===== src/rtl/systolic_array_if.sv =====
// Request/status bundle for the systolic priority queue.
// The slave side is the queue; the master side issues write/read requests.
interface systolic_array_if #(
  parameter int unsigned DATA_WIDTH = 16
);
  logic                  i_wrt;
  logic                  i_read;
  logic [DATA_WIDTH-1:0] i_data;
  logic                  o_full;
  logic                  o_empty;
  logic [DATA_WIDTH-1:0] o_data;

  modport master (output i_wrt, i_read, i_data, input o_full, o_empty, o_data);
  modport slave  (input i_wrt, i_read, i_data, output o_full, o_empty, o_data);
endinterface


===== src/rtl/systolic_array.sv =====
// Max-priority queue as a linear systolic array; cell 0 holds the root.
// Operations launch a token at cell 0 that ripples right one cell per cycle.
module systolic_array #(
  parameter int unsigned QUEUE_SIZE = 8,
  parameter int unsigned DATA_WIDTH = 16
) (
  input logic              i_CLK,
  input logic              i_RST,
  systolic_array_if.slave  bus
);
  localparam int unsigned CW = $clog2(QUEUE_SIZE + 1);

  typedef enum logic [1:0] {TK_NONE, TK_INS, TK_DEL, TK_REP} tok_e;

  logic [QUEUE_SIZE-1:0][DATA_WIDTH-1:0] data_q, data_d, nxt_data;
  logic [QUEUE_SIZE-1:0]                 valid_q, valid_d, nxt_valid;
  tok_e                                  tok_q [QUEUE_SIZE];
  tok_e                                  tok_d [QUEUE_SIZE];
  logic [DATA_WIDTH-1:0]                 val_q [QUEUE_SIZE];
  logic [DATA_WIDTH-1:0]                 val_d [QUEUE_SIZE];
  logic [CW-1:0]                         cnt_q, cnt_d;
  logic                                  busy_q, busy_d;
  logic                                  full, empty;
  tok_e                                  tok0, cur_tok, carry_tok;
  logic [DATA_WIDTH-1:0]                 cur_val, carry_val;

  always_comb begin
    full   = (cnt_q == CW'(QUEUE_SIZE));
    empty  = (cnt_q == '0);
    tok0   = TK_NONE;
    cnt_d  = cnt_q;
    if (!busy_q) begin
      if (bus.i_wrt && bus.i_read) begin
        if (empty) begin
          tok0  = TK_INS;
          cnt_d = cnt_q + CW'(1);
        end else begin
          tok0 = TK_REP;
        end
      end else if (bus.i_wrt) begin
        if (!full) begin
          tok0  = TK_INS;
          cnt_d = cnt_q + CW'(1);
        end
      end else if (bus.i_read) begin
        if (!empty) begin
          tok0  = TK_DEL;
          cnt_d = cnt_q - CW'(1);
        end
      end
    end
    busy_d = (tok0 != TK_NONE);

    // Accepted ops are spaced two cycles apart, so tokens never sit in
    // adjacent cells and a right neighbour is always settled when read.
    nxt_data  = data_q >> DATA_WIDTH;
    nxt_valid = valid_q >> 1;
    data_d    = data_q;
    valid_d   = valid_q;
    cur_tok   = TK_NONE;
    cur_val   = '0;
    carry_tok = TK_NONE;
    carry_val = '0;
    for (int unsigned i = 0; i < QUEUE_SIZE; i++) begin
      cur_tok   = (i == 0) ? tok0 : tok_q[i];
      cur_val   = (i == 0) ? bus.i_data : val_q[i];
      tok_d[i]  = carry_tok;
      val_d[i]  = carry_val;
      carry_tok = TK_NONE;
      carry_val = '0;
      case (cur_tok)
        TK_INS: begin
          if (!valid_q[i]) begin
            data_d[i]  = cur_val;
            valid_d[i] = 1'b1;
          end else if (cur_val > data_q[i]) begin
            data_d[i] = cur_val;
            carry_tok = TK_INS;
            carry_val = data_q[i];
          end else begin
            carry_tok = TK_INS;
            carry_val = cur_val;
          end
        end
        TK_DEL: begin
          if (nxt_valid[i]) begin
            data_d[i] = nxt_data[i];
            carry_tok = TK_DEL;
          end else begin
            data_d[i]  = '0;
            valid_d[i] = 1'b0;
          end
        end
        TK_REP: begin
          if (nxt_valid[i] && (nxt_data[i] > cur_val)) begin
            data_d[i] = nxt_data[i];
            carry_tok = TK_REP;
            carry_val = cur_val;
          end else begin
            data_d[i] = cur_val;
          end
        end
        default: ;
      endcase
    end
  end

  always_ff @(posedge i_CLK or posedge i_RST) begin
    if (i_RST) begin
      data_q  <= '0;
      valid_q <= '0;
      cnt_q   <= '0;
      busy_q  <= 1'b0;
      for (int unsigned i = 0; i < QUEUE_SIZE; i++) begin
        tok_q[i] <= TK_NONE;
        val_q[i] <= '0;
      end
    end else begin
      data_q  <= data_d;
      valid_q <= valid_d;
      cnt_q   <= cnt_d;
      busy_q  <= busy_d;
      for (int unsigned i = 0; i < QUEUE_SIZE; i++) begin
        tok_q[i] <= tok_d[i];
        val_q[i] <= val_d[i];
      end
    end
  end

  assign bus.o_data  = data_q[0];
  assign bus.o_full  = full;
  assign bus.o_empty = empty;
endmodule


===== src/flat_wrapper.sv =====
// flat-port wrapper written by rule: the top's interface ports become plain ports
module systolic_array_flat 
#(
  parameter int unsigned QUEUE_SIZE = 8,
  parameter int unsigned DATA_WIDTH = 16
)
  (i_CLK, i_RST, bus_i_wrt, bus_i_read, bus_i_data, bus_o_full, bus_o_empty, bus_o_data);
  systolic_array_if #(.DATA_WIDTH(DATA_WIDTH)) bus_i ();
  input logic i_CLK;
  input logic i_RST;
  input wire logic [$bits(bus_i.i_wrt)-1:0] bus_i_wrt;
  input wire logic [$bits(bus_i.i_read)-1:0] bus_i_read;
  input wire logic [$bits(bus_i.i_data)-1:0] bus_i_data;
  output wire logic [$bits(bus_i.o_full)-1:0] bus_o_full;
  output wire logic [$bits(bus_i.o_empty)-1:0] bus_o_empty;
  output wire logic [$bits(bus_i.o_data)-1:0] bus_o_data;
  assign bus_i.i_wrt = bus_i_wrt;
  assign bus_i.i_read = bus_i_read;
  assign bus_i.i_data = bus_i_data;
  assign bus_o_full = bus_i.o_full;
  assign bus_o_empty = bus_i.o_empty;
  assign bus_o_data = bus_i.o_data;
  systolic_array #(.QUEUE_SIZE(QUEUE_SIZE), .DATA_WIDTH(DATA_WIDTH)) u_core (.i_CLK(i_CLK), .i_RST(i_RST), .bus(bus_i));
endmodule

===== config.mk =====
export PLATFORM = sky130hd
export DESIGN_NAME = systolic_array_flat
export DESIGN_NICKNAME = d
export VERILOG_FILES = /design/src/rtl/systolic_array_if.sv /design/src/rtl/systolic_array.sv /design/src/flat_wrapper.sv
export SDC_FILE = /design/constraint.sdc
export NUM_CORES = 1
export LEC_CHECK = 0
export ABC_AREA = 1
export CAP_MARGIN = 40
export CORE_UTILIZATION = 55
export DETAILED_ROUTE_END_ITERATION = 6
export PLACE_DENSITY = 0.83
export SLEW_MARGIN = 5
export SYNTH_ARGS = -nofsm -noshare
export SYNTH_HDL_FRONTEND = slang
export SYNTH_SLANG_ARGS = --single-unit

===== constraint.sdc =====
create_clock -name i_CLK -period 9.7 [get_ports i_CLK]
set_input_delay 1.94 -clock i_CLK [delete_from_list [all_inputs] [get_ports i_CLK]]
set_output_delay 1.94 -clock i_CLK [all_outputs]
set_load 0.1 [all_outputs]

==> run_results.csv <==
group,metric,value,unit
layout,final_common_cell,"nand2_1",
clocking,path_clk_slew,0.07,ns
sta,setup_viol,0,
sta,finClkSkew,0.0144,ns
placement,dp.final_hpwl,42.3,mm
detailed_routing,antenna_left,0,
grt,overflow,0,
clocking,cts_made_buffers,30,
sta,period_minus_slack,4.27,ns
hold_path,hold_class,"flop to flop",
synthesis,yosysTopAreaCellShare,33.2,%
worst_setup_path,setup.worst_path.class,"flop to output pin",
synthesis,yosys_register_bits,267,
sta,slew_violations,0,
power_and_ir_drop,p_per_area,218,nW/um^2
synthesis,synth.mux.area_fraction,0,%
power_and_ir_drop,p_comb_share,44.3,%
layout,fin_nets,3217,
layout,synthToLayoutAreaGrowth,9.32,%
layout,nFillCells,3144,
die,die_area,37300,um^2
power_and_ir_drop,p_int,2.63,mW
synthesis,yosys.area_share.adder,15.3,%
synthesis,seq_area_frac_synth,33.2,%
synthesis,synth_xor_area_share,0.174,%
grt,grt_max_degree,97,
layout,final-seq-area,6680,um^2
clocking,h-tree-depth,1,
worst_setup_path,critPathArrivalTime,2.33,ns
die,start_util,56.2,%
detailed_routing,wl_per_cell,16.3,um
synthesis,yosys_warnings,0,
die,fp.dieW,193,um
detailed_routing,wirelength,55.9,mm
worst_setup_path,critical-path-max-stage-delay,0.61,ns
clocking,hold_buffers,0,
sta,timing.fmax,234,MHz
layout,finalNonFillerCells,3437,
synthesis,synth_top_family_by_area,"simple AND/OR/NAND/NOR gates",
worst_setup_path,startpoint_type,"flop",
layout,n_antenna_cell,0,
synthesis,synth_cell_types,36,
sta,hold_viol,0,
die,die_h,193,um
grt,antenna_found_initial,0,
flow_run,drv_cap,0,
clocking,cts.path.max_buffers,3,
worst_setup_path,crit_fanout,4,
synthesis,post-synth-top-area-cell,"dfrtp_1",
sta,tightest_slew,0.943,ns
detailed_routing,dr.pass1.iters,7,
power_and_ir_drop,p_sw,2.15,mW
sta,period_share,44.1,%
placement,port_buffers,37,
detailed_routing,post-route-drc-count,6,
sta,rsz0062_at_grt,"no",
power_and_ir_drop,clock_power_share,25.3,%
power_and_ir_drop,ir_drop,0.000289,V
worst_setup_path,worstPathCellList,"inv_1 -> ha_1 -> nand3_2 -> inv_1 -> clkdlybuf4s50_1 -> buf_16",
power_and_ir_drop,power.total,4.79,mW
clocking,cts_setup_buffers,0,
grt,grt_pass1_wl,93.9,mm
placement,placedCellCount,3380,
power_and_ir_drop,leakage,11.9,nW
clocking,cts_root_buf,"clkbuf_16",
grt,track_usage,31.0,%
synthesis,yosys-top-cells-area,"dfrtp_1, nand2_1, ha_1",
clocking,ctsResizeCount,0,
worst_setup_path,crit_path_end_kind,"output pin",
grt,grt_pass1_vias,19700,
layout,drive_gt1_share,4.60,%
worst_setup_path,cp.required,7.76,ns
die,io-pin-count,38,
die,coreArea,35700,um^2
worst_setup_path,cpMaxStageDelayCell,"clkdlybuf4s50_1",
synthesis,synthCells,2951,
clocking,cts.sinks,267,
status,run_status,"complete, but fails checks",
synthesis,syn-num-nets,3216,
die,std_cell_rows,69,
status,violations,"design-rule violations",
layout,final_cell_mix,"nand2_1, inv_1, dfrtp_1",
worst_setup_path,cpMostUsedCell,"inv_1",
sta,final.setup.tns,0,ns
clocking,cts_tree,"done",
power_and_ir_drop,p_sw_share,45.0,%
layout,multi_input_area,11500,um^2
detailed_routing,via_per_inst,5.66,
synthesis,synth_area_per_cell,6.81,um^2
placement,place.gp.congestion,0.919,
synthesis,synth-simple-area-share,31.7,%
synthesis,netlist_area,20100,um^2
detailed_routing,vias,19400,
clocking,insertion_delay,0.58,ns
sta,slew_headroom,37.1,%
synthesis,synth-compound-area-share,9.98,%
detailed_routing,drt-initial-drc-count,1634,
power_and_ir_drop,seq_power_share,30.4,%
## layer usage
metal  share of wire, %  wire (um)  global-route usage (%)
met3                6.8       3830                    3.96
met1                 40      22500                    38.1
met5                  0          0                       0
met4                4.0       2260                    13.1
met2                 49      27300                    54.5
## worst paths after layout
path / start / endpoint / slack (ns) / cells after the start
setup / recovery: u_core.cnt_q[0]$_DFFE_PP0P_ / bus_o_empty / 5.43 / 6
hold / removal: u_core.data_q[81]$_DFFE_PP0P_ / u_core.data_q[81]$_DFFE_PP0P_ / 0.51 / 2
setup reg to reg: u_core.val_q[111]$_DFF_PP0_ / u_core.val_q[80]$_DFF_PP0_ / 6.54 / 11
hold reg to reg: u_core.data_q[81]$_DFFE_PP0P_ / u_core.data_q[81]$_DFFE_PP0P_ / 0.51 / 2
max in group asynchronous: i_RST / u_core.data_q[20]$_DFFE_PP0P_ / 6.42 / 4
min in group asynchronous: i_RST / u_core.bus.o_data[14]$_DFFE_PP0P_ / 1.76 / 2
## cells in the mapped netlist, drive strengths merged
cell type,instances
clkinv,9
o21a,10
a31oi,5
nand3b,1
o21bai,2
ha,245
a21o,2
inv,371
buf,63
xor2,3
clkbuf,27
o21ai,151
nor2,215
nand4,20
nand3,156
nor3,11
xnor2,1
dfrtp,267
a21oi,210
o22ai,4
nand2,1178
## registers in the layout, summed over array words and instances, names as in the netlist
name               cells
u_core.data_q        112
u_core.val_q          96
u_core.bus.o_data     16
u_core.cur_val        16
u_core.tok_q          12
u_core.valid_q         8
u_core.cnt_q           4
u_core.cur_tok         2
u_core.busy_q          1
## power by group through the flow
stage               Combinational (mW)  Sequential (mW)  Clock (mW)
finish                            2.12             1.46        1.21
global route                      2.34             1.47        1.27
CTS                               2.10             1.45        1.22
detailed placement                2.08             1.47           0
global placement                  1.86             1.46           0
floorplan                         1.63             1.38           0
## kinds of logic after synthesis
| kind of cell | count (synthesis) |
|---|---|
| AO/OA/AOI/OAI | 384 |
| XOR/XNOR | 4 |
| flip-flops | 267 |
| buffers and inverters | 470 |
| adder cells (fa/ha/maj) | 245 |
| AND/OR/NAND/NOR | 1581 |
## stage by stage
step,utilization (%),area (um^2),worst slack [ns],hold slack (ns)
global placement,57.5,20600,5.33,0.495
global route,61.5,22000,5.35,0.538
finish,61.5,22000,5.43,0.509
detailed placement,58.4,20900,5.28,0.501
floorplan,-,20100,0.406,0.467
CTS,61.4,21900,5.40,0.515
## final cells by class
class,count,share of cell area [%]
clock buffers,42,4.08
multi-input cells,2214,52.2
repair buffers,59,3.41
well taps,461,2.63
clock inverters,14,0.701
flip-flops and latches,267,30.4
inverters,380,6.53
## critical path: cells and delay by family, from the launching register on
kind,cells,cell delay (ns)
and+or+nand+nor,1,0.10
buffers and inverters,4,0.98
DFF,1,0.43
adders and majority gates,1,0.23
No activity file was read; power rests on OpenSTA's default activity.
==> RTL change 1: new RTL, same flow settings <==
`data_q` no longer has a reset.
--- a/src/rtl/systolic_array.sv
+++ b/src/rtl/systolic_array.sv
@@ -108,5 +108,4 @@
   always_ff @(posedge i_CLK or posedge i_RST) begin
     if (i_RST) begin
-      data_q  <= '0;
       valid_q <= '0;
       cnt_q   <= '0;
@@ -117,5 +116,4 @@
       end
     end else begin
-      data_q  <= data_d;
       valid_q <= valid_d;
       cnt_q   <= cnt_d;
@@ -128,4 +126,8 @@
   end
 
+  always_ff @(posedge i_CLK) begin
+    data_q <= data_d;
+  end
+
   assign bus.o_data  = data_q[0];
   assign bus.o_full  = full;
Check against the original RTL: not equivalent (a bounded check fails within 4 cycles, from zero or initial values and one cycle with i_RST high).
==> RTL change 1 against the unedited design <==
- wire length fell by 12%
- first-iteration DRC count is 11% lower
- synthesized area shrank 1.7%
- fmax grew 0.17%
- count of clock-buffer cells in the layout grew 1
- non-clock buffer count grew 6
- worst setup slack better by 0.0070 ns
- cell area fell by 1.9%
- power rose by 7.8%
- sequential power rose by 26%
- sequential cell count did not move
- global-route usage shrank 3.5 points
- die area down 1.6%
- critical path type is now in -> reg
- largest power group unchanged
- highest routed layer unchanged
==> RTL change 1: results (changes against the unedited design) <==
[status]
outcome = completed

[yosys]
synth-adder-area-share_pct = 15.5  ; +0.26 points
yosysSeqAreaShare_pct = 37.1  ; +3.8 points
synth-compound-area-share_pct = 6.97  ; -3.0 points
syn-num-nets = 2935  ; -8.7%
synth_cell_type_count = 39  ; +8.3%
ys_async_sr_fraction_pct = 52.1  ; -48 points
synth_xor_area_share_pct = 0.177  ; +0.0030 points
yosys-top-cells-count = nand2_1, inv_1, ha_1
syn_area_um2 = 19800  ; -1.7%
synth-edff-count = 128  ; +128
synth_top_family_by_area = simple AND/OR/NAND/NOR gates
synth_area_leaders = nand2_1, edfxtp_1, dfrtp_1, ha_1, inv_1
synthMuxAreaShare_pct = 0  ; unchanged

[grt]
met2_usage_pct = 49.9  ; -4.6 points
grt_usage_pct = 27.5  ; -3.5 points
grt_pass1_wl_um = 81600  ; -13%
grtUsageMet3_pct = 3.29  ; -0.68 points
grt_max_degree = 68  ; -30%
use_met1_pct = 32.5  ; -5.5 points

[worst_setup_path]
crit_fanout = 9  ; +5
startpoint = bus_i_data[15]
slowest_stage = a21boi_1
arrival_ns = 4.53  ; +2.20 ns
r2r_start = u_core.data_q[29]
cp_slowest_stage_delay_ns = 0.67  ; +0.06 ns

[worst_hold_path]
hold_start = u_core.cnt_q[3]

[place]
dpl.hpwl_um = 38000  ; -10%
placed_area_um2 = 20600  ; -1.6%
gp_congestion = 0.895  ; -2.6%

[detailed_routing]
vias = 17300  ; -11%
dr.pass1.iters = 6  ; -1
finalWirelength_um = 49500  ; -12%

[cts]
cts_setup_buffers = 0  ; unchanged

[final_layout]
diodes = 0  ; unchanged
nets = 2962  ; -7.9%
drive_gt1_share_pct = 8.71  ; +4.1 points

[power]
netSwitchingFraction_pct = 43.1  ; -1.9 points
ir_drop_mv = 0.284  ; -1.8%
leakage_nw = 11.8  ; -0.95%

[sta]
slew_headroom_pct = 33.4  ; -3.8 points

[RTL change 1: worst paths after layout]
path                       slack [ns]              endpoint  cells past startpoint
max                              5.43  u_core.bus.o_data[5]                      9
min                              0.50       u_core.cnt_q[3]                      1
max reg2reg                      6.80     u_core.data_q[19]                      9
min reg2reg                      0.50       u_core.cnt_q[3]                      1
max in group asynchronous        6.72      u_core.val_q[35]                      4
min in group asynchronous        1.86     u_core.cur_val[9]                      2
[RTL change 1: per-layer routing]
layer / part of all wire, % / routed length, um
met4: 4.0 / 1990
met2: 50 / 24900
met5: 0 / 0
met3: 5.5 / 2700
met1: 40 / 20000
[RTL change 1: cell families (layout without fill, tap and decap cells)]
kind of cell    count (synthesis)  after routing
fa+ha+maj                     245            245
simple gates                 1446           1446
xor+xnor                        4              4
compound gates                261            261
flops                         267            267
buf+inv                       447            498
[RTL change 1: worst max-delay path, delay by kind of cell]
kind	cells	cell delay [ns]
compound gates	1	0.67
fa+ha+maj	1	0.34
buf+inv	2	0.82
simple gates	5	0.76
[RTL change 1: per-stage QoR]
step                      hold WS, ns  worst slack (ns)  cells
final                           0.504              5.43   3182
after global routing            0.515              5.25   3182
after CTS                       0.505              5.44   3182
after detailed placement        0.493              4.85   3126
after global placement          0.482              5.02   3107
after floorplan                 0.464              4.04   2670
[RTL change 1: power by group through the flow]
stage	Sequential, mW	Combinational (mW)	Clock, mW
floorplan	1.72	1.69	0
global placement	1.84	1.91	0
detailed placement	1.85	2.13	0
CTS	1.83	2.14	1.17
global route	1.86	2.40	1.21
finish	1.84	2.16	1.16
[RTL change 1: final cells by class]
class | count | area, um2
timing repair buffer | 65 | 736
clock inverter | 13 | 141
clock buffer | 43 | 851
inverter | 377 | 1420
multi-input combinational | 1956 | 10500
fill | 2939 | 13900
sequential | 267 | 7320
tap | 461 | 577
==> RTL change 2: new RTL, same settings <==
Made on the original files. Reset style: synchronous (`i_RST`), changed in one clocked block.
--- a/src/rtl/systolic_array.sv
+++ b/src/rtl/systolic_array.sv
@@ -106,5 +106,5 @@
   end
 
-  always_ff @(posedge i_CLK or posedge i_RST) begin
+  always_ff @(posedge i_CLK) begin
     if (i_RST) begin
       data_q  <= '0;
Behaviour: differs if i_RST is asserted again (counterexample within 4 cycles, from zero or initial values and one cycle with i_RST high); with i_RST held inactive, the same outputs for 4 cycles.
==> RTL change 2 against the unedited design <==
- worst setup slack better by 0.14 ns
- die area about the same
- cell area decreased by 0.23%
- wire length grew 1.0%
- synthesized area is essentially flat
- clock skew up 0.0037 ns
- sequential cell count stayed put
- fmax grew 3.5%
Power is not compared: it rests on default switching activity, and its combinational part moved more than twofold at a synthesized area within 25%.
==> RTL change 2: results (changes against the unedited design) <==
[yosys]
yosys-top-cells-count = nand2_1, inv_1, nor2_1
synth_area_leaders = dfxtp_1, nand2_1, ha_1, a21oi_1, nand3_1
ys_async_sr_fraction_pct = 0  ; -100 points
synth_cell_type_count = 43  ; +19%
yosysSeqAreaShare_pct = 26.6  ; -6.7 points

[sta]
worst_slew_pin_slew_ns = 0.889  ; -0.0535 ns
fin_skew_ns = 0.0181  ; +0.00369 ns

[grt]
grt_usage_pct = 29.9  ; -1.1 points
grt_pass1_wl_um = 94900  ; +1.1%
grt_max_degree = 82  ; -15%
grt_pass1_vias = 20000  ; +1.6%

[place]
placed_area_um2 = 20800  ; -0.49%
gp_congestion = 0.910  ; -1.0%
dpl.hpwl_um = 42700  ; +0.93%
io_buffer_count = 37  ; unchanged

[cts]
htree_levels = 1  ; unchanged
clock_path_buffers = 3  ; unchanged
cts-root-buf = clkbuf_16
clk_pin_slew_ns = 0.06

[detailed_routing]
dr.pass1.iters = 6  ; -1
initialDrtViolationCount = 1666  ; +2.0%
vias = 20900  ; +7.2%
finalWirelength_um = 56500  ; +1.0%

[worst_setup_path]
arrival_ns = 2.19  ; -0.14 ns

[final_layout]
fillerInstances = 3215  ; +2.3%
nets = 3414  ; +6.1%
drive_gt1_share_pct = 5.33  ; +0.72 points

[status]
outcome = completed

## RTL change 2: final timing paths
path | startpoint | to | slack (ns) | cells after the start
worst max-delay path | u_core.cnt_q[1] | bus_o_empty | 5.57 | 6
worst min-delay path | u_core.valid_q[0] | u_core.valid_q[0] | 0.49 | 2
worst max register to register | u_core.val_q[1][31] | u_core.val_q[2][13] | 6.75 | 9
worst min register to register | u_core.valid_q[0] | u_core.valid_q[0] | 0.49 | 2
## RTL change 2: layer usage
metal	vias to the layer above	track usage (%)	wire (um)
li1	10200	-	-
met1	9580	37.3	23300
met2	928	52.3	27000
met3	188	3.92	4060
met4	0	11.6	2090
met5	-	0	0
## RTL change 2: power by group
group	switching, mW	leakage (nW)	internal [mW]
clock network	0.493	0.562	0.815
registers	0.0342	2.16	1.12
logic	0.329	7.69	0.163
total	0.856	10.4	2.10
## RTL change 2: kinds of logic (layout without fill, tap and decap cells)
| kind of cell | Yosys count | after routing | synth area share [%] |
|---|---|---|---|
| AOI/OAI and AO/OA | 456 | 456 | 12.3 |
| adders and majority gates | 245 | 245 | 15.2 |
| buffers and inverters | 565 | 557 | 11.3 |
| and+or+nand+nor | 1647 | 1647 | 34.5 |
| xor gates and xnor gates | 1 | 1 | 0.0436 |
| DFF | 267 | 267 | 26.6 |
## RTL change 2: cell type report
class / count / area [um2] / share of cell area [%]
timing repair buffer: 60 / 716 / 3.27
inverter: 441 / 1660 / 7.57
sequential: 267 / 5350 / 24.4
clock buffer: 34 / 776 / 3.54
tap: 461 / 577 / 2.63
clock inverter: 22 / 354 / 1.62
multi-input combinational: 2349 / 12500 / 57.0
## RTL change 2: worst max-delay path, cell delays in order (launching register included)
cell,delay (ns)
dfxtp_1,0.34
inv_1,0.09
ha_1,0.18
nand2_2,0.08
nor2_2,0.13
clkdlybuf4s50_1,0.56
buf_8,0.21
## RTL change 2: metrics by stage
stage	worst slack, ns	hold WS (ns)	std cells
after global routing	5.50	0.516	3634
after CTS	5.56	0.488	3634
after global placement	5.37	0.460	3558
final	5.57	0.490	3634
after detailed placement	5.29	0.479	3578
after floorplan	5.87	0.451	3181
